===== src/rtl/pc_ctrl_pkg.sv =====
// rtl/pc_ctrl_pkg.sv - shared types and constants for the PC redirect controller
package pc_ctrl_pkg;

  localparam int PC_W = 27;

  typedef enum logic [1:0] {
    BOOT = 2'd0,
    RUN  = 2'd1,
    HOLD = 2'd2,
    HALT = 2'd3
  } pc_state_e;

  localparam logic [1:0] RANK_NONE = 2'd0;
  localparam logic [1:0] RANK_ID   = 2'd1;
  localparam logic [1:0] RANK_EX   = 2'd2;
  localparam logic [1:0] RANK_TRAP = 2'd3;

  typedef struct packed {
    logic            valid;
    logic [1:0]      rank;
    logic [PC_W-1:0] target;
  } redirect_t;

endpackage


===== src/rtl/redirect_prio_sel.sv =====
// rtl/redirect_prio_sel.sv - picks the winning redirect among pending, trap, ex, loader and id
module redirect_prio_sel
  import pc_ctrl_pkg::*;
#(
  parameter logic [PC_W-1:0] ENTRY_PC = '0
) (
  input  logic            in_boot,
  input  redirect_t       pend,
  input  logic            trap_valid,
  input  logic [PC_W-1:0] trap_target,
  input  logic            ex_br_valid,
  input  logic [PC_W-1:0] ex_br_target,
  input  logic            loader_done,
  input  logic            id_jmp_valid,
  input  logic [PC_W-1:0] id_jmp_target,
  output redirect_t       cand,
  output logic            cand_loader
);

  redirect_t fresh;
  logic      fresh_loader;

  // Same-cycle winner; ex is checked before loader so it wins the rank-2 tie
  always_comb begin
    fresh        = '0;
    fresh_loader = 1'b0;
    if (trap_valid) begin
      fresh = '{valid: 1'b1, rank: RANK_TRAP, target: trap_target};
    end else if (ex_br_valid) begin
      fresh = '{valid: 1'b1, rank: RANK_EX, target: ex_br_target};
    end else if (loader_done && in_boot) begin
      fresh        = '{valid: 1'b1, rank: RANK_EX, target: ENTRY_PC};
      fresh_loader = 1'b1;
    end else if (id_jmp_valid) begin
      fresh = '{valid: 1'b1, rank: RANK_ID, target: id_jmp_target};
    end
  end

  // A fresh request replaces the pending one only if it is at least as strong
  always_comb begin
    cand        = pend;
    cand_loader = 1'b0;
    if (fresh.valid && (!pend.valid || fresh.rank >= pend.rank)) begin
      cand        = fresh;
      cand_loader = fresh_loader;
    end
  end

endmodule


===== src/rtl/pc_redirect_ctrl.sv =====
// rtl/pc_redirect_ctrl.sv - fetch PC sequencer: +4, hold or redirect; optional PC_REDIRECT_PERF_EN counters
module pc_redirect_ctrl
  import pc_ctrl_pkg::*;
#(
  parameter int                ADDR_W   = PC_W,
  parameter logic [ADDR_W-1:0] RESET_PC = 27'd16308,
  parameter logic [ADDR_W-1:0] ENTRY_PC = 27'd0
) (
  input  logic              clk,
  input  logic              rst,
  input  logic              stall_if,
  input  logic              stall_pipe,
  input  logic              halt_req,
  input  logic              resume,
  input  logic              loader_done,
  input  logic              id_jmp_valid,
  input  logic [ADDR_W-1:0] id_jmp_target,
  input  logic              ex_br_valid,
  input  logic [ADDR_W-1:0] ex_br_target,
  input  logic              trap_valid,
  input  logic [ADDR_W-1:0] trap_target,
  output logic [ADDR_W-1:0] npc,
  output logic              npc_enn,
  output logic              pc_n_stall,
  output logic              flush_if_id,
  output logic              flush_id_ex,
`ifdef PC_REDIRECT_PERF_EN
  output logic [31:0]       perf_redirects,
  output logic [31:0]       perf_stall_cycles,
`endif
  output logic [1:0]        state_o
);

  pc_state_e state, state_nx;
  redirect_t pend, pend_nx, cand;
  logic      cand_loader;
  logic      stalled, run_en, apply, latch;

  assign stalled = stall_if | stall_pipe;
  assign run_en  = ~stalled & (state != HALT);
  assign apply   = run_en & cand.valid;
  assign latch   = ~run_en & cand.valid;

  redirect_prio_sel #(.ENTRY_PC(ENTRY_PC)) u_sel (
    .in_boot      (state == BOOT),
    .pend         (pend),
    .trap_valid   (trap_valid),
    .trap_target  (trap_target),
    .ex_br_valid  (ex_br_valid),
    .ex_br_target (ex_br_target),
    .loader_done  (loader_done),
    .id_jmp_valid (id_jmp_valid),
    .id_jmp_target(id_jmp_target),
    .cand         (cand),
    .cand_loader  (cand_loader)
  );

  // State and pending-redirect registers
  always_ff @(posedge clk) begin
    if (rst) begin
      state <= BOOT;
      pend  <= '0;
    end else begin
      state <= state_nx;
      pend  <= pend_nx;
    end
  end

  // Next state; halt_req overrides the destination but the redirect is still applied or latched
  always_comb begin
    state_nx = state;
    pend_nx  = pend;
    if (apply) begin
      pend_nx = '0;
    end else if (latch) begin
      pend_nx = cand;
    end
    case (state)
      BOOT: begin
        if (apply && cand_loader) state_nx = RUN;
        else if (latch)           state_nx = HOLD;
      end
      RUN: begin
        if (halt_req)   state_nx = HALT;
        else if (latch) state_nx = HOLD;
      end
      HOLD: begin
        if (halt_req)     state_nx = HALT;
        else if (!stalled) state_nx = RUN;
      end
      HALT: begin
        if (resume) state_nx = cand.valid ? HOLD : RUN;
      end
      default: state_nx = BOOT;
    endcase
  end

  // Outputs to the PC register and pipeline latches; quiet while in reset
  always_comb begin
    npc         = '0;
    npc_enn     = 1'b0;
    pc_n_stall  = 1'b0;
    flush_if_id = 1'b0;
    flush_id_ex = 1'b0;
    state_o     = 2'd0;
    if (rst) begin
      npc = RESET_PC;
    end else begin
      pc_n_stall  = run_en;
      npc_enn     = apply;
      npc         = apply ? cand.target : '0;
      flush_if_id = cand.valid;
      flush_id_ex = cand.valid && (cand.rank >= RANK_EX);
      state_o     = state;
    end
  end

`ifdef PC_REDIRECT_PERF_EN
  // Free-running event counters, wrap naturally at 2^32
  always_ff @(posedge clk) begin
    if (rst) begin
      perf_redirects    <= '0;
      perf_stall_cycles <= '0;
    end else begin
      if (apply)                        perf_redirects    <= perf_redirects + 32'd1;
      if (stalled && (state != HALT))   perf_stall_cycles <= perf_stall_cycles + 32'd1;
    end
  end
`endif

endmodule


===== config.mk =====
export PLATFORM = sky130hd
export DESIGN_NAME = pc_redirect_ctrl
export DESIGN_NICKNAME = d
export VERILOG_FILES = /design/src/rtl/pc_ctrl_pkg.sv /design/src/rtl/redirect_prio_sel.sv /design/src/rtl/pc_redirect_ctrl.sv
export SDC_FILE = /design/constraint.sdc
export NUM_CORES = 1
export LEC_CHECK = 0
export BUFFER_PORTS_ARGS = -buffer_cell sky130_fd_sc_hd__clkbuf_2
export CAP_MARGIN = 15
export CORE_MARGIN = 1.5
export CORE_UTILIZATION = 40
export DETAILED_ROUTE_END_ITERATION = 8
export PLACE_DENSITY = 0.79
export RECOVER_POWER = 100
export SLEW_MARGIN = 30
export SYNTH_ARGS = -nofsm -noshare
export SYNTH_HDL_FRONTEND = slang
export SYNTH_SLANG_ARGS = --single-unit

===== constraint.sdc =====
create_clock -name clk -period 5.25 [get_ports clk]
set_input_delay 0.7875 -clock clk [delete_from_list [all_inputs] [get_ports clk]]
set_output_delay 0.7875 -clock clk [all_outputs]
set_load 0.02 [all_outputs]

==> impl_metrics.yaml <==
yosys:
  ys_warn_count: 0
  syn_area_um2: 2100
  synth_most_common_cell: "nor3_1"
  yosys-top-cells-area: "dfxtp_1, a22o_1, a222oi_1"
  yosysSeqAreaShare: 0.305
  syn_inst: 244
  yosysTopAreaCell: "dfxtp_1"
  synth_edf_count: 0
  yosysTopAreaCellShare: 0.305
  syn_nets: 337
  synth_seq_cells: 32
  synth_cell_types: 44
  async_reset_ff_frac: 0
  avgSynthCellArea_um2: 8.60
  synth_commonest_cells: "nor3_1, dfxtp_1, nor2_1, a22o_1, a211oi_1"
  synth_flop_cell: "dfxtp_1"
die:
  die-area_um2: 5690
  die_w_um: 75.5
  top_level_ports: 124
  rows: 26
  design.core.area_um2: 5070
  die_y_um: 75.5
  start_util: 0.414
worst_setup_path:
  cp.arrival_ns: 3.91
  criticalPathCategory: "in2out"
  crit_fanout: 15
  endpoint_kind: "output port"
  r2r_start: "state[1]"
  critPathLaunchType: "input port"
  crit_start: "loader_done"
  required_ns: 4.46
grt:
  grt_pass1_wl_mm: 9.08
  grt_pass1_vias: 2023
  grt_overflow: 0
  grt_start_max_net_pins: 48
  globalRouteTotalUtil: 0.203
  antenna_found_initial: 0
sta:
  maxSlewViolCount: 0
  finClkSkew_ns: 0.00161
  post-route-min-period_ns: 4.70
  worstMarginPinSlew_ns: 1.45
  finalSetupViolations: 0
  rsz0062_at_grt: "no"
  timing.fmax_mhz: 213
  slew_headroom: 0.0322
  hold_viol: 0
  setup-tns-final_ns: 0
  fin_crit_sh: 0.895
power:
  p_total_uw: 684
  net-switching-power_uw: 230
  swShare: 0.337
  power.internal_uw: 454
  ir_drop_mv: 0.160
  seqPwrFrac: 0.408
  p_comb_frac: 0.313
  p_leak_uw: 0.00119
  powerDensity_nw_per_um2: 252
  pwr-share-clk: 0.279
place:
  dpl.cell_count: 411
  globalplace.congestion: 0.929
  io_buffers: 123
  dpl-instance-area_um2: 2680
  dp_hpwl_mm: 4.30
cells_and_area:
  final_cell_area_um2: 2720
  area_growth_pct: 29.4
  fin_util: 0.535
  nets: 441
  drive_above_1_share: 0.321
  final_cell_count_no_fill: 419
  diodes: 0
cts:
  cts_tree: "built"
  cts_root_buffer: "clkbuf_8"
  holdBufCountCts: 0
  postCtsSetupBuffers: 0
  numClockSinks: 32
  cts_max_level: 2
  path_clk_slew_ns: 0.06
  cts-resized-gates: 0
  cts_made_buffers: 5
  clk_path_buf_depth: 2
  clk_latency_ns: 0.27
status:
  outcome: "complete, no violations"
detailed_routing:
  drt_iter0_markers: 151
  wl_met2_mm: 3.03
  dr_wl_met3_um: 250
  avgViaCountPerCell: 5.66
  drt-total-wl_mm: 6.03
  drc: 0
  top_layer_used: "met4"
  vias: 2372
  met1_length_mm: 2.67
  route.antenna.remaining_nets: 0
  avgRoutedWirePerCell_um: 14.4
  drtPass1Iterations: 7
run:
  cap_violations: 0
min_path:
  hp-class: "reg2reg"
  min_from: "pend[15]"
-- worst max-delay path, cell delays in order --
cell	delay (ns)
clkbuf_2	0.08
or3b_1	0.49
a31oi_1	0.30
ha_1	0.28
nand2b_1	0.14
a21oi_1	0.36
o21bai_1	0.59
nor2_1	0.07
a2111oi_0	0.52
clkbuf_1	0.30
-- cells in the final DEF (no fill, tap or decap), types with 6 or more instances in the layout --
cell	count
clkbuf_2	92
nor3_1	33
dfxtp_1	32
clkbuf_1	31
nor2_1	24
a22o_1	20
a211oi_1	18
a222oi_1	17
o2bb2ai_1	17
a21o_1	10
clkbuf_8	6
-- metal layers --
metal / GRT usage / up-vias
met3: 0.0304 / 6
met5: 0 / -
met4: 0.0694 / 0
li1: - / 1184
met1: 0.259 / 1106
met2: 0.351 / 76
-- worst paths after layout --
kind / depth (start not counted) / slack [ns] / endpoint
worst max-delay path: 10 / 0.55 / flush_id_ex
worst min-delay path: 1 / 0.46 / pend[15]
worst max register to register: 9 / 1.92 / pend[2]
worst min register to register: 1 / 0.46 / pend[15]
-- through the flow --
stage,hold slack (ns),setup WS [ns]
global route,0.484,0.480
CTS,0.468,0.861
detailed placement,0.447,0.882
global placement,0.444,0.909
floorplan,0.433,0.993
finish,0.462,0.550
-- flip-flops by register name, indices dropped and copies added (netlist names), named ones only --
name / count
pend: 28
state: 2
-- power groups by stage --
stage                     Sequential, uW  Clock, uW  Combinational, uW
final                                279        191                214
after global routing                 281        208                237
after CTS                            279        196                220
after detailed placement             283          0                219
after global placement               283          0                214
after floorplan                      277          0                156
-- layout make-up --
class,count,area (um2)
fillers,521,2360
well taps,70,87.6
multi-input cells,182,1300
repair buffers,124,584
clock inverters,2,10.0
inverters,3,11.3
clock buffers,6,82.6
flip-flops and latches,32,641
-- cell families after synthesis --
logic type | share of synthesized area
compound gates | 0.399
simple gates | 0.205
flops | 0.305
buf+inv | 0.0793
fa+ha+maj | 0.0119
Power figures use the tool's default switching activity.
